## config.mk

```make
export PLATFORM = sky130hd
export DESIGN_NAME = mul_issue_scheduler
export DESIGN_NICKNAME = d
export VERILOG_FILES = /design/src/rtl/mul_issue_scheduler.sv
export SDC_FILE = /design/constraint.sdc
export NUM_CORES = 1
export LEC_CHECK = 0
export ABC_AREA = 1
export BUFFER_PORTS_ARGS = -buffer_cell sky130_fd_sc_hd__buf_2
export CAP_MARGIN = 10
export CORE_MARGIN = 2
export CORE_UTILIZATION = 35
export DETAILED_ROUTE_END_ITERATION = 16
export GPL_ROUTABILITY_DRIVEN = 0
export PLACE_DENSITY = 0.65
export SETUP_SLACK_MARGIN = 0.05
export SLEW_MARGIN = 0
export SYNTH_ARGS = -nofsm -noshare
export SYNTH_HDL_FRONTEND = slang
export SYNTH_SLANG_ARGS = --single-unit
```

## constraint.sdc

```tcl
create_clock -name clk -period 3.8 [get_ports clk]
set_input_delay 0 -clock clk [delete_from_list [all_inputs] [get_ports clk]]
set_output_delay 0 -clock clk [all_outputs]
set_load 0.005 [all_outputs]
```

## src/rtl/mul_issue_scheduler.sv

```systemverilog
// Issue scheduler for the shared multi-cycle mul/div unit.
// Round-robin picks one ready mul RS entry, starts the unit, counts its fixed
// latency and drives the mul CDB channel for exactly one cycle per result.
// A ROB flush squashes whatever is in flight and blocks issue that cycle.
module mul_issue_scheduler #(
  parameter int NUM_RS    = 4,
  parameter int MUL_LAT   = 3,
  parameter int DIV_LAT   = 33,
  parameter int ROB_IDX_W = 5
) (
  input  logic                          clk,
  input  logic                          rst_n,
  input  logic                          flush,
  input  logic [NUM_RS-1:0]             rs_ready,
  input  logic [3*NUM_RS-1:0]           rs_multop,
  input  logic [ROB_IDX_W*NUM_RS-1:0]   rs_rob_idx,
  input  logic [5*NUM_RS-1:0]           rs_rd_addr,
  output logic [NUM_RS-1:0]             grant,
  output logic                          fu_start,
  output logic [$clog2(NUM_RS)-1:0]     fu_sel,
  output logic [2:0]                    fu_op,
  input  logic [31:0]                   fu_result,
  output logic                          busy,
  output logic                          cdb_valid,
  output logic [31:0]                   cdb_data,
  output logic [ROB_IDX_W-1:0]          cdb_rob_idx,
  output logic [4:0]                    cdb_rd_addr
);

  localparam int SEL_W   = $clog2(NUM_RS);
  localparam int MAX_LAT = (DIV_LAT > MUL_LAT) ? DIV_LAT : MUL_LAT;
  localparam int CNT_W   = $clog2(MAX_LAT + 1);

  typedef enum logic [1:0] {IDLE, BUSY, DONE} state_t;

  state_t               state, state_nxt;
  logic [SEL_W-1:0]     rr_ptr, rr_nxt;
  logic [CNT_W-1:0]     cnt, cnt_nxt;
  logic [ROB_IDX_W-1:0] tag_rob;
  logic [4:0]           tag_rd;

  logic                 found;
  logic [SEL_W-1:0]     win;
  logic                 issue;
  logic [2:0]           win_op;
  logic [CNT_W-1:0]     lat_m1;

  // Rotating priority scan: first ready entry starting at rr_ptr.
  always_comb begin
    int idx;
    logic [SEL_W-1:0] cand;
    found = 1'b0;
    win   = '0;
    for (int k = 0; k < NUM_RS; k++) begin
      idx = int'(rr_ptr) + k;
      if (idx >= NUM_RS) idx = idx - NUM_RS;
      cand = SEL_W'(idx);
      if (!found && rs_ready[cand]) begin
        found = 1'b1;
        win   = cand;
      end
    end
  end

  // Issue is only possible with the unit free, no flush, and out of reset;
  // gating on rst_n keeps the combinational outputs quiet during reset.
  assign issue    = rst_n && !flush && (state != BUSY) && found;
  assign win_op   = rs_multop[win*3 +: 3];
  assign lat_m1   = win_op[2] ? CNT_W'(DIV_LAT - 1) : CNT_W'(MUL_LAT - 1);

  assign grant    = issue ? ({{(NUM_RS-1){1'b0}}, 1'b1} << win) : '0;
  assign fu_start = issue;
  assign fu_sel   = issue ? win : '0;
  assign fu_op    = issue ? win_op : 3'b000;

  // Next-state, latency counter and round-robin pointer update.
  always_comb begin
    state_nxt = state;
    cnt_nxt   = cnt;
    rr_nxt    = rr_ptr;
    if (flush) begin
      state_nxt = IDLE;
      cnt_nxt   = '0;
    end else begin
      case (state)
        BUSY: begin
          cnt_nxt = cnt - 1'b1;
          if (cnt == CNT_W'(1)) state_nxt = DONE;
        end
        default: begin
          // IDLE and DONE share the issue window (DONE allows back-to-back).
          if (issue) begin
            state_nxt = BUSY;
            cnt_nxt   = lat_m1;
            rr_nxt    = (win == SEL_W'(NUM_RS - 1)) ? '0 : win + 1'b1;
          end else begin
            state_nxt = IDLE;
          end
        end
      endcase
    end
  end

  // State register, counter, pointer, and tags captured at issue.
  always_ff @(posedge clk or negedge rst_n) begin
    if (!rst_n) begin
      state   <= IDLE;
      cnt     <= '0;
      rr_ptr  <= '0;
      tag_rob <= '0;
      tag_rd  <= '0;
    end else begin
      state  <= state_nxt;
      cnt    <= cnt_nxt;
      rr_ptr <= rr_nxt;
      if (issue) begin
        tag_rob <= rs_rob_idx[win*ROB_IDX_W +: ROB_IDX_W];
        tag_rd  <= rs_rd_addr[win*5 +: 5];
      end
    end
  end

  // CDB broadcast only in DONE; a same-cycle flush suppresses the valid.
  assign busy        = (state == BUSY);
  assign cdb_valid   = (state == DONE) && !flush;
  assign cdb_data    = (state == DONE) ? fu_result : 32'd0;
  assign cdb_rob_idx = (state == DONE) ? tag_rob : '0;
  assign cdb_rd_addr = (state == DONE) ? tag_rd : 5'd0;

endmodule
```

==> flow_summary_export.csv, run 1 <==
group,metric,value,unit
synth,ys_ff_latch,20,
floorplanning,core_area,6280,um^2
clock_network,hold_buffers,1,
synth,synth_xor_area_frac,0.00780,
global_routing,grt.total_usage,0.172,
floorplanning,die_y,84.1,um
worst_setup_path,worstReg2RegStart,"rr_ptr[0]$_DFFE_PN0P_",
global_routing,grt_pass1_vias,2394,
synth,yosys.area_share.simple,0.362,
min_path,min-delay-start,"flush",
power,power_leakage,2.00,nW
timing,fmax,357,MHz
timing,hold_ws,0.0611,ns
synth,syn_nets,462,
synth,syn_area_per_cell,6.16,um^2
flow_run,drv_cap,0,
floorplanning,io_pins,145,
power,vdd_drop_max,0.427,mV
synth,synth_seq_area_share,0.223,
synth,synth_top_area_cell,"dfrtp_1",
worst_setup_path,path_class,"reg -> out",
global_routing,grt_overflow,0,
floorplanning,initial_core_util,0.358,
clock_network,post_cts_resized,0,
clock_network,cts_buffers,3,
synth,synth.area.top_cells,"dfrtp_1 22%, inv_1 15%, nand2_1 14%",
synth,yosys_warnings,0,
clock_network,clk_pin_slew_worst_paths,0.08,ns
power,swShare,0.547,
timing,skew,0.00393,ns
floorplanning,rows,29,
synth,synthAdderAreaFrac,0.0334,
layout,area_growth,34.7,%
power,clkPwrFrac,0.076,
synth,synth_cells,365,
power,p_int,0.988,mW
place,port_buffers,144,
synth,synth_edf_count,0,
power,combPwrFrac,0.758,
layout,antennaDiodeCount,0,
worst_setup_path,cp-startpoint,"rr_ptr[0]$_DFFE_PN0P_",
timing,grt_setup_unrepaired,"false",
timing,finalHoldViolations,0,
global_routing,grt_pass1_wl,10.3,mm
detailed_routing,drt-total-wl,6.12,mm
synth,ys.flop_type,"dfrtp_1",
layout,drive_gt1_frac,0.393,
worst_setup_path,cp_max_fo,34,
clock_network,cts_tree,"built",
synth,ys_async_sr_fraction,1.00,
timing,slew_viol_final,0,
synth,synth_top_area_share,0.223,
layout,seq_area,500,um^2
detailed_routing,via_count,2603,
global_routing,grt_antenna_before_repair,0,
timing,worst_pin_slew,0.662,ns
min_path,min_path_type,"in -> reg",
detailed_routing,first_iter_violations,55,
timing,finalCritPeriodShare,0.738,
place,dp_hpwl,4.92,mm
synth,synth_top_family_by_area,"simple AND/OR/NAND/NOR gates",
timing,setup_viol,0,
floorplanning,die_w,84.1,um
timing,setup_slack,0.995,ns
detailed_routing,ant_nets,0,
clock_network,clockBufferDepth,2,
worst_setup_path,cp.required,3.80,ns
detailed_routing,viasPerCell,4.50,
clock_network,cts_root_buf,"clkbuf_8",
layout,fin_nets,599,
synth,syn-cell-area,2250,um^2
synth,synthMuxAreaShare,0,
layout,multiInputGateArea,1270,um^2
detailed_routing,first_pass_iters,4,
clock_network,htreeDepth,1,
status,status,"finished clean",
worst_setup_path,arrival,2.80,ns
place,pre_cts_slack,1.13,ns
worst_setup_path,worstSetupStartpointType,"register",
clock_network,clock-sinks,20,
timing,min_period,2.80,ns
timing,slew_headroom,0.558,
synth,ys_types,30,
worst_setup_path,cp-end-kind,"output port",
clock_network,post-cts-setup-buffers,0,
floorplanning,die_area,7080,um^2
synth,synth_compound_area_frac,0.164,
detailed_routing,drc,0,
power,p_sw,1.19,mW
clock_network,clock_latency,0.26,ns
power,power.density,720,nW/um^2
global_routing,grt_max_degree,44,
detailed_routing,wl_per_cell,10.6,um
layout,nFillCells,666,
timing,tns,0,ns
power,sequentialPowerShare,0.165,
power,power,2.18,mW
[through the flow]
stage / util / instance area [um^2] / cells
finish: 0.482 / 3030 / 578
global route: 0.482 / 3030 / 578
CTS: 0.482 / 3030 / 578
detailed placement: 0.472 / 2960 / 573
global placement: 0.472 / 2960 / 573
floorplan: - / 2250 / 365
[power groups by stage]
stage / sequential [mW] / clock, mW / combinational, mW
after detailed placement: 0.366 / 0 / 1.66
final: 0.361 / 0.166 / 1.65
after CTS: 0.362 / 0.173 / 1.67
after global placement: 0.362 / 0 / 1.62
after floorplan: 0.336 / 0 / 1.50
after global routing: 0.373 / 0.182 / 1.89
[cell usage after synthesis, types with 2 or more instances]
cell	count
a21oi_1	5
nand2_4	2
buf_6	5
ha_1	6
o22ai_1	2
o21ai_0	5
nand3_2	7
nor2_1	61
o21ai_1	5
dfrtp_1	20
nand2_1	84
nand2_2	12
nand4_1	3
buf_2	3
clkbuf_1	4
or2_1	2
o21ai_2	8
buf_4	2
o211ai_2	9
nand3_1	8
o211ai_1	13
inv_2	5
inv_1	87
[final timing paths]
kind | depth (start not counted) | slack, ns | to
max | 11 | 1.0 | fu_op[1]
min | 4 | 0.06 | cnt[1]$_DFFE_PN0P_
max reg2reg | 12 | 1.10 | tag_rob[0]$_DFFE_PN0P_
min reg2reg | 2 | 0.52 | tag_rob[4]$_DFFE_PN0P_
max in group asynchronous | 2 | 3.22 | tag_rob[0]$_DFFE_PN0P_
min in group asynchronous | 2 | 0.24 | state[1]$_DFFE_PN0P_
[layer usage]
metal / global-route usage / vias up / wire, um
met4: 0.0337 / 0 / 31
li1: - / 1361 / -
met5: 0 / - / 0
met3: 0.0326 / 4 / 525
met1: 0.212 / 1124 / 2650
met2: 0.311 / 114 / 2920
[placed cells by master, fill, tap and decap left out, drive strengths merged]
cell type and count:
nand4 4, a21oi 5, ha 6, dlygate4sd3 1, xor2 1, nand3 15
dfrtp 20, xnor2 1, nor2 62, nand2 98, or2 3, buf 146
o211ai 22, o21ai 18, clkbuf 4, inv 93, o22ai 2
[registers in the layout, indices dropped and copies added (netlist names)]
name,flops
cnt,6
tag_rd,5
tag_rob,5
rr_ptr,2
state,2
[kinds of logic after synthesis]
| group | after synthesis |
|---|---|
| buffers and inverters | 108 |
| adders and majority gates | 6 |
| DFF | 20 |
| xor gates and xnor gates | 2 |
| and+or+nand+nor | 182 |
| AOI/OAI and AO/OA | 47 |
[worst max-delay path, cell delays in order (launching register included)]
cell      delay, ns
dfrtp_1        0.63
nand2_1        0.15
nand3_1        0.14
nand2_1        0.09
nand2_2        0.09
nand2_1        0.06
nand2_2        0.08
nand3_2        0.51
or2_1          0.44
o211ai_1       0.10
a21oi_1        0.09
buf_2          0.15
[cell type report]
class                           instances  area share
Multi-Input combinational cell        237       0.421
Timing Repair Buffer                  147       0.246
Sequential cell                        20       0.165
Inverter                               93       0.118
Tap cell                               77      0.0318
Clock buffer                            4      0.0182
Power figures use the tool's default switching activity.
==> inputs of run 2 (changes only) <==
Settings changed: ABC_AREA 1 to 0, PLACE_DENSITY 0.65 to 0.73.
Clock period 3.8 ns to 2.5 ns, I/O delays scaled along.
==> flow_summary_export.csv, run 2 <==
group,metric,value,unit
detailed_routing,ant_nets,0,
clock_network,clk_pin_slew_worst_paths,0.08,ns
worst_setup_path,critPathMaxStageDelay,0.43,ns
worst_setup_path,arrival,2.21,ns
timing,finalCritPeriodShare,0.884,
power,power.density,552,nW/um^2
global_routing,grt_pass1_wl,7.38,mm
global_routing,grt_max_degree,30,
detailed_routing,drc,0,
layout,antennaDiodeCount,0,
floorplanning,die_area,5730,um^2
timing,skew,0.00296,ns
synth,yosys_warnings,0,
synth,synthMuxAreaShare,0.202,
timing,worst_pin_slew,0.608,ns
layout,fin_nets,446,
layout,largest_register,"cnt",
worst_setup_path,crit_cells,8,
worst_setup_path,crit_path_cell_trace,"a21o_1, a21oi_1, o22a_2, buf_4, inv_1, ha_1, and2_1, buf_2",
clock_network,clockBufferDepth,2,
timing,min_period,2.21,ns
worst_setup_path,r2r_slack,0.54,ns
synth,synth_most_common_cell,"and2_1",
synth,synth_compound_area_frac,0.124,
timing,finalHoldViolations,0,
detailed_routing,viasPerCell,4.51,
worst_setup_path,reg2reg_depth,7,
synth,syn-cell-area,1800,um^2
timing,tns,0,ns
worst_setup_path,path_class,"reg -> out",
clock_network,cts_tree,"built",
clock_network,clock-sinks,20,
floorplanning,core_area,5040,um^2
layout,drive_gt1_frac,0.503,
synth,syn_area_per_cell,8.83,um^2
min_path,min_path_type,"in -> reg",
timing,setup_viol,0,
worst_setup_path,crit_slowest_cell,"dfrtp_1",
synth,ys_async_sr_fraction,1.00,
detailed_routing,first_iter_violations,52,
clock_network,cts_root_buf,"clkbuf_8",
timing,fmax,453,MHz
synth,synth_seq_area_share,0.278,
flow_run,drv_cap,0,
layout,area_growth,46.4,%
synth,synth_top_area_cell,"dfrtp_1",
worst_setup_path,setup.worst_path.end,"grant[1]",
worst_setup_path,path_delay_family,"buffers and inverters",
power,power_leakage,1.53,nW
detailed_routing,via_count,1884,
place,dp_hpwl,3.94,mm
synth,synth_xor_area_frac,0.00973,
worst_setup_path,cp_num_buf_inv,3,
floorplanning,die_y,75.7,um
global_routing,grt.total_usage,0.167,
detailed_routing,first_pass_iters,4,
worst_setup_path,cp-end-kind,"output port",
status,status,"finished clean",
worst_setup_path,worstSetupStartpointType,"register",
global_routing,grt_overflow,0,
power,vdd_drop_max,0.307,mV
synth,ys_types,32,
place,port_buffers,144,
layout,reg_top3,"cnt: 6 flops, tag_rd: 5 flops, tag_rob: 5 flops",
synth,synth_top_family_by_area,"simple AND/OR/NAND/NOR gates",
layout,nFillCells,494,
timing,grt_setup_unrepaired,"false",
worst_setup_path,cp_max_fo,29,
global_routing,grt_antenna_before_repair,0,
worst_setup_path,cp-startpoint,"rr_ptr[1]$_DFFE_PN0P_",
worst_setup_path,cp.required,2.50,ns
clock_network,htreeDepth,1,
place,placed_cell_area,2560,um^2
synth,synthAdderAreaFrac,0.0417,
detailed_routing,drt-total-wl,5.03,mm
synth,synth.area.top_cells,"dfrtp_1 28%, and2_1 16%, mux2i_1 13%",
synth,yosys.area_share.simple,0.277,
clock_network,cts_buffers,3,
synth,synth_cells,204,
synth,synth_edf_count,0,
floorplanning,initial_core_util,0.357,
detailed_routing,wl_per_cell,12.0,um
synth,ys.flop_type,"dfrtp_1",
worst_setup_path,rr_endpoint,"tag_rd[2]$_DFFE_PN0P_",
clock_network,clock_latency,0.26,ns
synth,yosys-top-cells-count,"47 x and2_1, 24 x mux2i_1, 20 x dfrtp_1",
floorplanning,die_w,75.7,um
synth,syn_nets,301,
floorplanning,rows,26,
layout,seq_area,500,um^2
floorplanning,io_pins,145,
global_routing,grt_pass1_vias,1610,
worst_setup_path,worstReg2RegStart,"rr_ptr[1]$_DFFE_PN0P_",
layout,multiInputGateArea,1180,um^2
synth,synth_top_area_share,0.278,
layout,layout_common_cells,"144 x buf_2, 47 x and2_1, 24 x mux2i_1",
synth,ys_ff_latch,20,
timing,slew_viol_final,0,
layout,fin_area,2640,um^2
layout,largest_reg_flops,6,
timing,slew_headroom,0.593,
layout,layout_commonest_cell,"buf_2",
clock_network,post-cts-setup-buffers,0,
==> run 2: kinds of logic after synthesis <==
logic type | count (synthesis)
compound gates | 31
xor+xnor | 2
fa+ha+maj | 6
buf+inv | 20
flops | 20
mux | 35
simple gates | 90
==> run 2: worst register-to-register path, cell delays in order, from the launching register on <==
cell	delay, ns
dfrtp_1	0.43
a21o_1	0.18
a21oi_1	0.14
o22a_2	0.21
buf_4	0.40
mux2i_1	0.16
mux2_2	0.28
o21ai_2	0.10
==> run 2: metal layers <==
metal	wire length (um)	global-route usage	vias up
met1	2100	0.217	845
met2	2630	0.284	54
li1	-	-	976
met4	63	0.0487	0
met3	230	0.0317	9
met5	0	0	-
==> run 2: power breakdown <==
group	leakage [nW]	internal, mW	switching [mW]
sequential	0.254	0.422	0.0647
clock	0.0288	0.140	0.110
combinational	1.25	0.365	0.354
total	1.53	0.927	0.528
==> run 2: layout make-up <==
cell class / instances / area share
well taps: 70 / 0.0332
flip-flops and latches: 20 / 0.190
inverters: 9 / 0.0128
multi-input cells: 164 / 0.448
clock buffers: 4 / 0.0209
repair buffers: 151 / 0.295
==> run 2: how the worst min path moves through the flow <==
| stage | startpoint | end | slack, ns | cells past startpoint |
|---|---|---|---|---|
| 2_1_floorplan | rst_n | cnt[0]$_DFFE_PN0P_ | -0.30 | 0 |
| 3_3_place_gp | rst_n | rr_ptr[0]$_DFFE_PN0P_ | 0.02 | 2 |
| 3_5_place_dp | rst_n | rr_ptr[0]$_DFFE_PN0P_ | 0.02 | 2 |
| 4_1_cts | rs_rob_idx[6] | tag_rob[1]$_DFFE_PN0P_ | 0.17 | 4 |
| 5_1_grt | rs_rob_idx[0] | tag_rob[0]$_DFFE_PN0P_ | 0.19 | 4 |
| 6_report | rs_rob_idx[8] | tag_rob[3]$_DFFE_PN0P_ | 0.17 | 4 |
==> run 2: what timing repair did <==
item	CTS	global route
gates resized for setup	0	0
hold endpoints to repair	21	0
hold buffers	2	0
==> run 2: metrics by stage <==
step	std cells	power, mW	worst slack (ns)	hold slack, ns	util
CTS	418	1.48	0.274	0.165	0.523
floorplan	204	1.06	0.735	-0.296	-
global route	418	1.58	0.121	0.192	0.523
detailed placement	412	1.21	0.548	0.0173	0.508
finish	418	1.45	0.290	0.169	0.523
global placement	412	1.18	0.653	0.0155	0.508
